$ cat src/rtl/dea_frame_tx_pkg.sv
// Shared constants and state encodings for the DEA host-side frame transmitter.
// Imported by the top, the byte handshake sub-module and benches.
package dea_frame_tx_pkg;

    localparam int unsigned MaxDataDefault = 100;
    localparam int unsigned MaxKeyDefault  = 3;
    localparam int unsigned AddrWDefault   = 7;

    localparam logic WrSelData = 1'b0;
    localparam logic WrSelKey  = 1'b1;

    typedef enum logic [2:0] {
        StIdle,
        StHdrD,
        StData,
        StHdrK,
        StKey,
        StFin
    } main_state_e;

    typedef enum logic [1:0] {
        PhIssue,
        PhAck,
        PhDrain
    } hs_phase_e;

    // A field length is legal when it is non-zero and fits its buffer.
    function automatic logic len_ok(input logic [7:0] len, input int unsigned max_len);
        return (len != 8'd0) && (32'(len) <= max_len);
    endfunction

endpackage

$ cat src/rtl/dea_frame_tx_if.sv
// UART_Sender-style byte interface: byte + one-cycle send strobe out, busy flag back.
interface dea_frame_tx_if;

    logic [7:0] tx_data;
    logic       tx_send;
    logic       tx_busy;

    modport master (
        output tx_data,
        output tx_send,
        input  tx_busy
    );

    modport slave (
        input  tx_data,
        input  tx_send,
        output tx_busy
    );

endinterface

$ cat src/rtl/dea_frame_tx_uart_byte_handshake.sv
// Moves one byte through the send/busy handshake (ISSUE -> ACK -> DRAIN).
// Kept standalone so the result-return path can reuse it.
module dea_frame_tx_uart_byte_handshake
    import dea_frame_tx_pkg::*;
(
    input  logic       Clk_100M,
    input  logic       Reset,
    input  logic       req_i,
    input  logic [7:0] byte_i,
    input  logic       tx_busy_i,
    output logic [7:0] tx_data_o,
    output logic       tx_send_o,
    output logic       byte_done_o
);

    hs_phase_e  phase_q, phase_d;
    logic [7:0] tx_data_q, tx_data_d;
    logic       tx_send_q, tx_send_d;

    always_ff @(posedge Clk_100M) begin
        if (Reset) begin
            phase_q   <= PhIssue;
            tx_data_q <= 8'd0;
            tx_send_q <= 1'b0;
        end else begin
            phase_q   <= phase_d;
            tx_data_q <= tx_data_d;
            tx_send_q <= tx_send_d;
        end
    end

    always_comb begin
        phase_d     = phase_q;
        tx_data_d   = tx_data_q;
        tx_send_d   = 1'b0;
        byte_done_o = 1'b0;
        case (phase_q)
            PhIssue: begin
                // A sender still busy from elsewhere holds us here without a strobe.
                if (req_i && !tx_busy_i) begin
                    tx_data_d = byte_i;
                    tx_send_d = 1'b1;
                    phase_d   = PhAck;
                end
            end
            PhAck: begin
                if (tx_busy_i) begin
                    phase_d = PhDrain;
                end
            end
            PhDrain: begin
                if (!tx_busy_i) begin
                    byte_done_o = 1'b1;
                    phase_d     = PhIssue;
                end
            end
            default: phase_d = PhIssue;
        endcase
    end

    assign tx_data_o = tx_data_q;
    assign tx_send_o = tx_send_q;

endmodule

$ cat src/rtl/dea_frame_tx.sv
// Host-side framer: serialises [data_len][data..][key_len][key..] from local buffers
// through the UART byte handshake on a start pulse.
module dea_frame_tx
    import dea_frame_tx_pkg::*;
#(
    parameter int unsigned MAX_DATA = MaxDataDefault,
    parameter int unsigned MAX_KEY  = MaxKeyDefault,
    parameter int unsigned ADDR_W   = AddrWDefault
) (
    input  logic              Clk_100M,
    input  logic              Reset,
    input  logic              wr_en_i,
    input  logic              wr_sel_i,
    input  logic [ADDR_W-1:0] wr_addr_i,
    input  logic [7:0]        wr_byte_i,
    input  logic [7:0]        data_len_i,
    input  logic [7:0]        key_len_i,
    input  logic              start_i,
    output logic              busy_o,
    output logic              done_o,
    output logic              err_o,
    dea_frame_tx_if.master    uart_tx
);

    localparam int unsigned KeyAw = (MAX_KEY > 1) ? $clog2(MAX_KEY) : 1;

    logic [7:0] data_mem [MAX_DATA];
    logic [7:0] key_mem  [MAX_KEY];

    main_state_e state_q, state_d;
    logic [7:0]  idx_q, idx_d;
    logic [7:0]  data_len_q, data_len_d;
    logic [7:0]  key_len_q, key_len_d;
    logic        busy_q, busy_d;
    logic        done_q, done_d;
    logic        err_q, err_d;

    logic        hs_req;
    logic [7:0]  hs_byte;
    logic        hs_byte_done;

    // Buffers are deliberately not reset; out-of-range and in-frame writes are dropped.
    always_ff @(posedge Clk_100M) begin
        if (wr_en_i && !busy_q) begin
            if (wr_sel_i == WrSelData && 32'(wr_addr_i) < MAX_DATA) begin
                data_mem[wr_addr_i] <= wr_byte_i;
            end
            if (wr_sel_i == WrSelKey && 32'(wr_addr_i) < MAX_KEY) begin
                key_mem[wr_addr_i[KeyAw-1:0]] <= wr_byte_i;
            end
        end
    end

    always_ff @(posedge Clk_100M) begin
        if (Reset) begin
            state_q    <= StIdle;
            idx_q      <= 8'd0;
            data_len_q <= 8'd0;
            key_len_q  <= 8'd0;
            busy_q     <= 1'b0;
            done_q     <= 1'b0;
            err_q      <= 1'b0;
        end else begin
            state_q    <= state_d;
            idx_q      <= idx_d;
            data_len_q <= data_len_d;
            key_len_q  <= key_len_d;
            busy_q     <= busy_d;
            done_q     <= done_d;
            err_q      <= err_d;
        end
    end

    always_comb begin
        state_d    = state_q;
        idx_d      = idx_q;
        data_len_d = data_len_q;
        key_len_d  = key_len_q;
        busy_d     = busy_q;
        done_d     = 1'b0;
        err_d      = 1'b0;
        hs_req     = 1'b0;
        hs_byte    = 8'd0;
        case (state_q)
            StIdle: begin
                if (start_i) begin
                    if (len_ok(data_len_i, MAX_DATA) && len_ok(key_len_i, MAX_KEY)) begin
                        data_len_d = data_len_i;
                        key_len_d  = key_len_i;
                        busy_d     = 1'b1;
                        state_d    = StHdrD;
                    end else begin
                        err_d = 1'b1;
                    end
                end
            end
            StHdrD: begin
                hs_req  = 1'b1;
                hs_byte = data_len_q;
                if (hs_byte_done) begin
                    idx_d   = 8'd0;
                    state_d = StData;
                end
            end
            StData: begin
                hs_req  = 1'b1;
                hs_byte = data_mem[idx_q[ADDR_W-1:0]];
                if (hs_byte_done) begin
                    if (idx_q == data_len_q - 8'd1) begin
                        state_d = StHdrK;
                    end else begin
                        idx_d = idx_q + 8'd1;
                    end
                end
            end
            StHdrK: begin
                hs_req  = 1'b1;
                hs_byte = key_len_q;
                if (hs_byte_done) begin
                    idx_d   = 8'd0;
                    state_d = StKey;
                end
            end
            StKey: begin
                hs_req  = 1'b1;
                hs_byte = key_mem[idx_q[KeyAw-1:0]];
                if (hs_byte_done) begin
                    if (idx_q == key_len_q - 8'd1) begin
                        done_d  = 1'b1;
                        busy_d  = 1'b0;
                        state_d = StFin;
                    end else begin
                        idx_d = idx_q + 8'd1;
                    end
                end
            end
            StFin: begin
                state_d = StIdle;
            end
            default: state_d = StIdle;
        endcase
    end

    dea_frame_tx_uart_byte_handshake u_byte_hs (
        .Clk_100M    (Clk_100M),
        .Reset       (Reset),
        .req_i       (hs_req),
        .byte_i      (hs_byte),
        .tx_busy_i   (uart_tx.tx_busy),
        .tx_data_o   (uart_tx.tx_data),
        .tx_send_o   (uart_tx.tx_send),
        .byte_done_o (hs_byte_done)
    );

    assign busy_o = busy_q;
    assign done_o = done_q;
    assign err_o  = err_q;

endmodule

$ cat src/flat_wrapper.sv
// flat-port wrapper written by rule: the top's interface ports become plain ports
module dea_frame_tx_flat import dea_frame_tx_pkg::*;
#(
    parameter int unsigned MAX_DATA = MaxDataDefault,
    parameter int unsigned MAX_KEY  = MaxKeyDefault,
    parameter int unsigned ADDR_W   = AddrWDefault
)
  (Clk_100M, Reset, wr_en_i, wr_sel_i, wr_addr_i, wr_byte_i, data_len_i, key_len_i, start_i, busy_o, done_o, err_o, uart_tx_tx_data, uart_tx_tx_send, uart_tx_tx_busy);
  dea_frame_tx_if uart_tx_i ();
  input  logic Clk_100M;
  input  logic Reset;
  input  logic wr_en_i;
  input  logic wr_sel_i;
  input  logic [ADDR_W-1:0] wr_addr_i;
  input  logic [7:0] wr_byte_i;
  input  logic [7:0] data_len_i;
  input  logic [7:0] key_len_i;
  input  logic start_i;
  output logic busy_o;
  output logic done_o;
  output logic err_o;
  output wire logic [$bits(uart_tx_i.tx_data)-1:0] uart_tx_tx_data;
  output wire logic [$bits(uart_tx_i.tx_send)-1:0] uart_tx_tx_send;
  input wire logic [$bits(uart_tx_i.tx_busy)-1:0] uart_tx_tx_busy;
  assign uart_tx_tx_data = uart_tx_i.tx_data;
  assign uart_tx_tx_send = uart_tx_i.tx_send;
  assign uart_tx_i.tx_busy = uart_tx_tx_busy;
  dea_frame_tx #(.MAX_DATA(MAX_DATA), .MAX_KEY(MAX_KEY), .ADDR_W(ADDR_W)) u_core (.Clk_100M(Clk_100M), .Reset(Reset), .wr_en_i(wr_en_i), .wr_sel_i(wr_sel_i), .wr_addr_i(wr_addr_i), .wr_byte_i(wr_byte_i), .data_len_i(data_len_i), .key_len_i(key_len_i), .start_i(start_i), .busy_o(busy_o), .done_o(done_o), .err_o(err_o), .uart_tx(uart_tx_i));
endmodule
$ cat config.mk
export PLATFORM = sky130hd
export DESIGN_NAME = dea_frame_tx_flat
export DESIGN_NICKNAME = d
export VERILOG_FILES = /design/src/rtl/dea_frame_tx_pkg.sv /design/src/rtl/dea_frame_tx_if.sv /design/src/rtl/dea_frame_tx_uart_byte_handshake.sv /design/src/rtl/dea_frame_tx.sv /design/src/flat_wrapper.sv
export SDC_FILE = /design/constraint.sdc
export NUM_CORES = 1
export LEC_CHECK = 0
export BUFFER_PORTS_ARGS = -buffer_cell sky130_fd_sc_hd__buf_2
export CELL_PAD_IN_SITES_DETAIL_PLACEMENT = 2
export CELL_PAD_IN_SITES_GLOBAL_PLACEMENT = 2
export CORE_MARGIN = 3
export CORE_UTILIZATION = 45
export CTS_CLUSTER_SIZE = 8
export DETAILED_ROUTE_END_ITERATION = 8
export MAX_ROUTING_LAYER = met4
export PLACE_DENSITY_LB_ADDON = 0.2
export SETUP_SLACK_MARGIN = 0.15
export SLEW_MARGIN = 40
export SYNTH_ARGS = -nofsm -noshare
export SYNTH_HDL_FRONTEND = slang
export SYNTH_HIERARCHICAL = 1
export SYNTH_SLANG_ARGS = --single-unit
export TNS_END_PERCENT = 20
$ cat constraint.sdc
create_clock -name Clk_100M -period 2.7 [get_ports Clk_100M]
set_input_delay 0 -clock Clk_100M [delete_from_list [all_inputs] [get_ports Clk_100M]]
set_output_delay 0 -clock Clk_100M [all_outputs]
set_load 0.02 [all_outputs]
==> results.py <==
metrics = {
    "worst_setup_path": {
        "critPathLaunchType": "register",
        "critical-path-max-stage-delay_ps": 570,
        "worstPathCellList": "buf_12 -> buf_4 -> buf_8 -> mux4_2 -> mux4_2 -> mux2i_2 -> buf_4 -> o22ai_2 -> or3_4 -> nand2b_4 -> mux2i_1",
        "critPathKind": "reg2reg",
        "cp_max_fo": 13,
        "critPathSlowestCell": "mux4_2",
        "reg2reg_depth": 11,
        "cp.buffers_inverters": 4,
        "crit_required_ps": 3240,
        "path_depth": 11,
        "critPathArrivalTime_ps": 3660,
        "crit_family": "multiplexers",
        "setup.worst_path.end_class": "register",
    },
    "routing": {
        "drtIter0Drc": 2121,
        "wl_per_cell_um": 34.4,
        "viasPerCell": 6.07,
        "vias": 19400,
        "drt-pass1-iter-count": 5,
        "drc_errors": 0,
        "wl_mm": 110,
        "ant_nets": 0,
    },
    "run": {
        "cap_violations": 0,
    },
    "logic_synthesis": {
        "netlist_instances": 1741,
        "synth-adder-area-share_pct": 0.108,
        "ys_seq_area_share_pct": 74.1,
        "synth_top_area_cell": "edfxtp_1",
        "postSynthAreaPerCell_sq_um": 19.9,
        "syn-num-nets": 1781,
        "yosysWarnings": 6,
        "synth_edf_count": 824,
        "synthTopCellsByArea": "edfxtp_1, mux4_2, dfxtp_1, mux2i_1, nor2_1",
        "synthMuxAreaShare_pct": 17.0,
        "async_flop_share_pct": 0,
        "synthesis.area_sq_mm": 0.0347,
        "synth-xor-area-share_pct": 0.646,
        "yosys_register_bits": 872,
        "synth_compound_area_share_pct": 2.14,
        "synth-simple-area-share_pct": 4.42,
        "ys.flop_type": "edfxtp_1",
        "yosysTopAreaCellShare_pct": 71.4,
        "synth_top_family_by_area": "multiplexers",
        "ys_types": 58,
    },
    "timing": {
        "setup_ws_ps": -412,
        "rsz0062_at_grt": "true",
        "setup_viol": 8,
        "period_needed_ps": 3110,
        "max_freq_mhz": 321,
        "report.final.hold_viol_count": 0,
        "fin_skew_ps": 28.8,
        "relSlewSlack_pct": 39.8,
        "finalCritPeriodShare_pct": 115,
        "worstMarginPinSlew_ps": 903,
        "drv_slew": 0,
    },
    "floorplanning": {
        "die_area_sq_mm": 0.0804,
        "pin_count": 49,
        "die_y_um": 284,
        "die_x_um": 284,
        "fp-row-count": 101,
        "initial_core_util_pct": 45.6,
        "core_sq_mm": 0.0761,
    },
    "clock_tree": {
        "clock_latency_ps": 670,
        "clk_pin_slew_ps": 50,
        "numClockSinks": 872,
        "cts_root_buf": "clkbuf_16",
        "cts_made_buffers": 118,
        "clockBufferDepth": 3,
        "cts_tree": "yes",
        "htreeDepth": 3,
    },
    "grt": {
        "grt_start_max_net_pins": 104,
        "antenna_found_initial": 4,
        "grt_pass1_vias": 21100,
        "grt.overflow.total": 0,
        "grtUsageTotal_pct": 28.4,
        "grt_pass1_wl_mm": 160,
    },
    "pwr": {
        "combPwrFrac_pct": 1.6,
        "seqPwrFrac_pct": 51.4,
        "switching_share_pct": 20.7,
        "p_int_mw": 22.9,
        "p_leak_nw": 13.4,
        "power_density_mw_per_mm2": 685,
        "ir_drop_uv": 578,
        "power.switching_mw": 5.99,
        "pwr-share-clk_pct": 47.0,
    },
    "outcome": {
        "violations": "setup timing",
        "status": "finished, violations left",
    },
    "layout": {
        "drive_gt1_share_pct": 32.9,
        "fin_cells": 3199,
        "num-nets-final": 2153,
        "fill_cells": 6468,
        "syn2layout_area_growth_pct": 21.6,
        "utilization_pct": 55.4,
    },
    "placed_design": {
        "portBuffers": 48,
        "dp.cells": 2956,
        "gp_congestion": 0.803,
        "hpwl_mm": 67.1,
    },
    "worst_hold_path": {
        "min_path_type": "in2reg",
        "min_path_cells": 7,
    },
}
-- cells in the mapped netlist (3+ instances only) --
library cell and number:
a2111oi_0 4, a211oi_1 5, a21o_1 3, a21oi_1 23, a221oi_1 6, a22oi_1 4, a31oi_1 4, and2_1 12
and3_1 4, buf_1 13, buf_2 16, buf_4 11, buf_6 12, clkbuf_1 46, dfxtp_1 48, edfxtp_1 824
ha_1 3, inv_1 4, mux2_1 16, mux2_2 4, mux2i_1 81, mux4_2 216, nand2_1 43, nand2b_1 25
nand3_1 16, nand3b_1 4, nand4_1 5, nand4b_1 6, nor2_1 150, nor2b_1 15, nor3_1 12, nor3b_1 5
nor4_1 7, o211ai_1 10, o21ai_0 7, o221ai_1 6, o22ai_1 17, o311ai_1 4, or3_1 5, or3b_2 3
xnor2_1 13, xor2_1 10
-- stage by stage --
stage / setup slack, ps / hold slack, ps / TNS, ps / power (mW) / area (sq um)
2_1_floorplan: 153 / 78.7 / 0 / 15.2 / 34700
3_3_place_gp: -326 / 220 / -2130 / 15.5 / 37700
3_5_place_dp: -433 / 235 / -3020 / 15.5 / 37800
4_1_cts: -363 / 21.9 / -2700 / 29.1 / 42000
5_1_grt: -504 / 69.6 / -3530 / 29.7 / 42200
6_report: -412 / 53.7 / -2850 / 28.9 / 42200
-- worst paths after layout --
path	to	start	slack, ps
worst min-delay path	u_core/busy_o$_SDFFE_PP0P_	key_len_i[3]	50
worst min register to register	u_core/data_len_q[7]$_SDFFE_PP0P_	u_core/data_len_q[7]$_SDFFE_PP0P_	510
worst max register to register	u_core/u_byte_hs/tx_data_o[6]$_SDFFE_PP0P_	register	-410
worst max-delay path	u_core/u_byte_hs/tx_data_o[6]$_SDFFE_PP0P_	register	-410
-- registers in the layout, summed over array words and instances (netlist names), named ones only --
signal                      flops
u_core/busy_o                   1
u_core/data_len_q               8
u_core/data_mem               800
u_core/done_o                   1
u_core/err_o                    1
u_core/idx_q                    8
u_core/key_len_q                8
u_core/key_mem                 24
u_core/state_q                  3
u_core/u_byte_hs/phase_q        2
u_core/u_byte_hs/tx_data_o      8
u_core/u_byte_hs/tx_send_o      1
-- power by group through the flow --
stage                     clock [mW]  sequential, mW  combinational (mW)
after detailed placement           0            15.1               0.431
final                           13.6            14.8               0.468
after global routing            14.4            14.8               0.500
after floorplan                    0            15.1              0.0728
after global placement             0            15.1               0.383
after CTS                       13.8            14.8               0.465
-- final cells by class --
cell class	count	area [sq um]	area share [%]
repair buffers	350	3170	7.53
multi-input cells	767	8720	20.7
diodes	3	7.51	0.0178
flip-flops and latches	872	25700	61.0
clock buffers	168	3160	7.50
inverters	4	15.0	0.0356
well taps	1030	1290	3.06
clock inverters	5	97.6	0.231
-- per-layer routing --
| layer | up-vias | routed length (um) | global-route usage (%) | share of wire, % |
|---|---|---|---|---|
| met1 | 10600 | 44300 | 37.0 | 40 |
| met3 | 183 | 6660 | 4.62 | 6.0 |
| met2 | 822 | 56100 | 46.6 | 51 |
| met5 | - | 0 | - | 0 |
| met4 | 0 | 3110 | 7.95 | 2.8 |
| li1 | 7855 | - | - | - |
-- cells in the final DEF, fill, tap and decap left out, types with 15 or more instances in the layout --
cell and n:
a21oi_1 23, buf_12 24, buf_2 40, buf_4 221
buf_6 15, clkbuf_1 49, clkbuf_16 119, dfxtp_1 41
dlygate4sd3_1 36, edfxtp_1 824, mux2_1 16, mux2i_1 70
mux4_2 216, nand2_1 42, nand2b_1 24, nor2_1 146
nor2b_1 15
-- kinds of logic after synthesis --
group | count (synthesis)
adders and majority gates | 3
buffers and inverters | 102
AOI/OAI and AO/OA | 104
muxes | 317
DFF | 872
and+or+nand+nor | 319
xor gates and xnor gates | 24
-- tightest hold or removal path: stages --
cell,delay (ps)
buf_2,80
nor3_1,50
o211ai_1,100
a211o_1,160
nor2_2,70
a21oi_1,160
nor2_1,60
-- what timing repair did --
action / in CTS / in global routing
endpoints found under the hold margin: 743 / 0
hold buffers: 36 / 0
endpoints found under the setup margin: 14 / 212
gates resized for setup: 56 / 33
cloned: 6 / 0
pin swaps: 6 / 5
setup buffers: 18 / 7
Power figures use the tool's default switching activity.
